## config.mk

```make
export PLATFORM = sky130hd
export DESIGN_NAME = std_mult_seq
export DESIGN_NICKNAME = d
export VERILOG_FILES = /design/src/rtl/std_mult_seq.sv
export SDC_FILE = /design/constraint.sdc
export NUM_CORES = 1
export LEC_CHECK = 0
export BUFFER_PORTS_ARGS = -buffer_cell sky130_fd_sc_hd__clkbuf_2
export CAP_MARGIN = 15
export CORE_ASPECT_RATIO = 1.4
export CORE_MARGIN = 2
export CORE_UTILIZATION = 36
export CTS_CLUSTER_DIAMETER = 80
export DETAILED_ROUTE_END_ITERATION = 12
export GPL_TIMING_DRIVEN = 0
export SLEW_MARGIN = 20
export SYNTH_ARGS = -nofsm -noshare
export SYNTH_HDL_FRONTEND = slang
export SYNTH_SLANG_ARGS = --single-unit
```

## constraint.sdc

```tcl
create_clock -name clk -period 3.1 [get_ports clk]
set_clock_uncertainty 0.05 [all_clocks]
set_input_delay 0 -clock clk [delete_from_list [all_inputs] [get_ports clk]]
set_output_delay 0 -clock clk [all_outputs]
set_load 0.05 [all_outputs]
```

## src/rtl/std_mult_seq.sv

```systemverilog
// std_mult_seq: iterative shift-add unsigned multiplier.
// One partial product per cycle; low width bits of left*right.
module std_mult_seq #(
  parameter int width = 32
) (
  input  logic             clk,
  input  logic             reset_n,
  input  logic [width-1:0] left,
  input  logic             left_read_in,
  input  logic [width-1:0] right,
  input  logic             right_read_in,
  input  logic             valid,
  output logic             ready,
  output logic [width-1:0] out,
  output logic             out_read_out
);

  localparam int CW = $clog2(width + 1);
  localparam logic [CW-1:0] LAST = CW'(width - 1);

  typedef enum logic [1:0] {
    IDLE,
    BUSY,
    DONE
  } state_t;

  state_t           state;
  logic [width-1:0] mcand;
  logic [width-1:0] mplier;
  logic [width-1:0] acc;
  logic [CW-1:0]    cnt;
  logic [width-1:0] res;
  logic [width-1:0] sum;
  logic             go;

  // Accumulator value after this cycle's conditional add.
  always_comb begin
    sum = acc;
    if (mplier[0]) sum = acc + mcand;
  end

  assign go = valid & left_read_in & right_read_in;

  // Sequencer: accept, iterate width times, pulse ready once.
  always_ff @(posedge clk or negedge reset_n) begin
    if (!reset_n) begin
      state  <= IDLE;
      mcand  <= '0;
      mplier <= '0;
      acc    <= '0;
      cnt    <= '0;
      res    <= '0;
      ready  <= 1'b0;
    end else begin
      ready <= 1'b0;
      unique case (state)
        IDLE: begin
          if (go) begin
            mcand  <= left;
            mplier <= right;
            acc    <= '0;
            cnt    <= '0;
            state  <= BUSY;
          end
        end
        BUSY: begin
          if (!valid) begin
            state <= IDLE;
          end else begin
            acc    <= sum;
            mcand  <= mcand << 1;
            mplier <= mplier >> 1;
            cnt    <= cnt + CW'(1);
            if (cnt == LAST) begin
              res   <= sum;
              ready <= 1'b1;
              state <= DONE;
            end
          end
        end
        DONE: begin
          state <= IDLE;
        end
        default: begin
          state <= IDLE;
        end
      endcase
    end
  end

  assign out          = res;
  assign out_read_out = ready;

endmodule

```

==> run metrics <==
clock slew at reported path FFs=0.06 ns; syn nets=877; Reg area=3428 sq um; area grow syn2layout=28.54%; drt initial violations=283; CP peak stage delay=0.41 ns; FILL cells=1985; Die H=174.1 um; post-synth cell types=57; largest net degree at the start of global routing=86; # hold bufs at CTS=68; Fin Setup TNS=0 ns; Clock Latency Late Sink=0.43 ns; CP Depth=11; post_cts resized=0; RePlAce Congestion=0.8462; Detailed Place HPWL=14400 um; # port buffers=102; Slew @ Worst Pin=0.9434 ns; Max Clock Freq=345.3 MHz; die area=21840 sq um; GRT Resource Usage Total=0.1915; cells along the critical path=ha_1, fa_1, a21oi_1, o211ai_1, nand4_1, a21oi_2, o211ai_2, o21ai_1, xor2_1, mux2i_1, a21oi_1; P_leak=0.004614 uW; max_cap viols=0; vias in the first global route=6628; Post-CTS Setup Repair Bufs=0; R2R cell count=11; worst relative slew slack=0.3688; drt total wl=20200 um; WP data arrival=3.13 ns; ANT nets after route=0; fin cells=1233; Crit Path Max Fanout=5; max-slew violations=0; Avg WL per Cell=16.38 um; initial antenna violation count=0; Antenna diodes=0; maximum VDD drop=0.4652 mV; DRT Pass-1 Iters=4; fin crit share=0.9341; CTS tree=yes; via count=6304; sequential fraction of the synthesis area=0.4610; RSZ-0062 raised after global routing=no; ys flop type=dfrtp_1; Reg2Reg Setup Slack=0.20 ns; # setup viols final=0; final hold vios=0; placed cell areas=8303 sq um; CP Capture Type=register; PwrDens=673.8 nW/um^2; startpoint types=register; critical setup path kind=reg2reg; most used cell, CP=a21oi_1; Initial Util=0.3645; Multi-input gate area=3786 sq um; Core Box Area=20400 sq um; status=completed; Post-Place Cells=1134; Root Buffer=clkbuf_16; layout cells sized above 1=0.1546; I/O Pins=103; Post-synth EDFFs=0; CP Buf/Inv Count=0; post-synthesis cell count=775; Slowest cell on crit path=fa_1; maximum clock path buffer count=2; # rows=62; total power=6440 uW; total global routing overflow=0; #FFs+latches synth=137; asr flop ratio synth=1.000; crit path time final=2.896 ns; delay-heaviest family, CP=compound AO/OA/AOI/OAI gates; synthesized area=7436 sq um; DRC Markers=0; Final #Nets=1067; worst hold path type=in2async; Synth Warn #=0; TritonCTS buffer count=17; vias per cell=5.113; syn_area_per_cell=9.595 sq um; DIE WIDTH=125.5 um; Clock Sinks=137; CP required=3.33 ns; first-pass GRT wire length=33530 um; CTS HTree Levels=4; post-route cell area=9558 sq um
==> placed cells by master (no fill, tap or decap), drive strengths merged, types with 17 or more instances in the layout <==
master,synthesis,layout
a21oi,47,47
xnor2,17,17
ha,32,32
a22oi,25,25
mux2i,65,65
nor2,29,29
nand2,146,146
o21ai,90,90
dfrtp,137,137
dlygate4sd3,0,68
clkbuf,33,152
a22o,24,24
==> area by class of cell <==
type,count,share of cell area
multi-input cells,582,0.3961
flip-flops and latches,137,0.3587
repair buffers,171,0.1284
clock buffers,17,0.04451
well taps,256,0.03351
plain buffers,44,0.01846
clock inverters,14,0.01558
inverters,12,0.004713
==> registers in the layout, indices dropped and copies added (netlist names) <==
| name | cells |
|---|---|
| mplier | 32 |
| out | 32 |
| acc | 32 |
| out_read_out | 1 |
| cnt | 6 |
| state | 2 |
| mcand | 32 |
==> worst register-to-register path, cell delays in order (launching register included) <==
cell	delay, ns
dfrtp_1	0.40
ha_1	0.24
fa_1	0.41
a21oi_1	0.24
o211ai_1	0.17
nand4_1	0.17
a21oi_2	0.13
o211ai_2	0.32
o21ai_1	0.13
xor2_1	0.17
mux2i_1	0.23
a21oi_1	0.11
==> metrics by stage <==
| step | hold slack [ns] | worst slack (ns) | utilization |
|---|---|---|---|
| CTS | 0.05395 | 0.2070 | 0.4685 |
| detailed placement | -0.06059 | 0.2228 | 0.4070 |
| global route | 0.07225 | 0.005917 | 0.4685 |
| finish | 0.03585 | 0.2042 | 0.4685 |
| floorplan | -0.3456 | 0.6017 | - |
| global placement | 0.1559 | -0.4328 | 0.4052 |
==> power breakdown <==
part           total, uW  switching (uW)  internal, uW
combinational       2020            1130           884
sequential          2410             287          2130
clock               2010             824          1190
==> logic make-up (layout without fill, tap and decap cells) <==
kind of cell               Yosys count  in the layout  share of synthesized area
DFF                                137            137                     0.4610
and+or+nand+nor                    221            221                     0.1289
muxes                               65             65                    0.08750
xor gates and xnor gates            30             30                    0.03635
buffers and inverters               56            258                    0.02978
AOI/OAI and AO/OA                  233            233                     0.1999
adders and majority gates           33             33                    0.05654
==> layer usage <==
layer / vias up / share of wire / routed length, um / GRT usage
li1: 3148 / - / - / -
met1: 3021 / 0.43 / 8778 / 0.2326
met2: 108 / 0.51 / 10280 / 0.3390
met3: 27 / 0.034 / 681 / 0.03386
met4: 0 / 0.023 / 465 / 0.06806
met5: - / 0 / 0 / 0
==> cells in the mapped netlist, drive strengths merged (2+ instances only) <==
cell type	instances	area (sq um)
nand2	146	548.0
dfrtp	137	3428
o21ai	90	461.7
mux2i	65	650.6
a21oi	47	242.7
clkbuf	33	123.9
ha	32	400.4
nor2	29	108.9
a22oi	25	192.7
a22o	24	210.2
xnor2	17	148.9
xor2	13	121.4
a21o	12	90.09
inv	12	45.04
buf	11	52.54
nand3	8	40.04
and3	7	48.80
o21bai	6	45.04
nand4	5	31.28
nor2b	5	31.28
a211oi	4	30.03
a31oi	4	25.02
nand2b	4	25.02
o211ai	4	48.79
o22ai	4	25.02
and4	3	28.78
nor3	3	15.01
o21a	3	22.52
nand4b	2	17.52
nor3b	2	15.01
o31ai	2	15.01
or3	2	12.51
==> path summary, 6_finish.rpt <==
kind | start | to
worst max register to register | mcand[0] | out[30]
max in group asynchronous | reset_n | acc[25]
worst max-delay path | mcand[0] | out[30]
worst min register to register | out[19] | out[19]
worst min-delay path | reset_n | out[4]
min in group clk | valid | acc[31]
No activity file was read; power rests on OpenSTA's default activity.
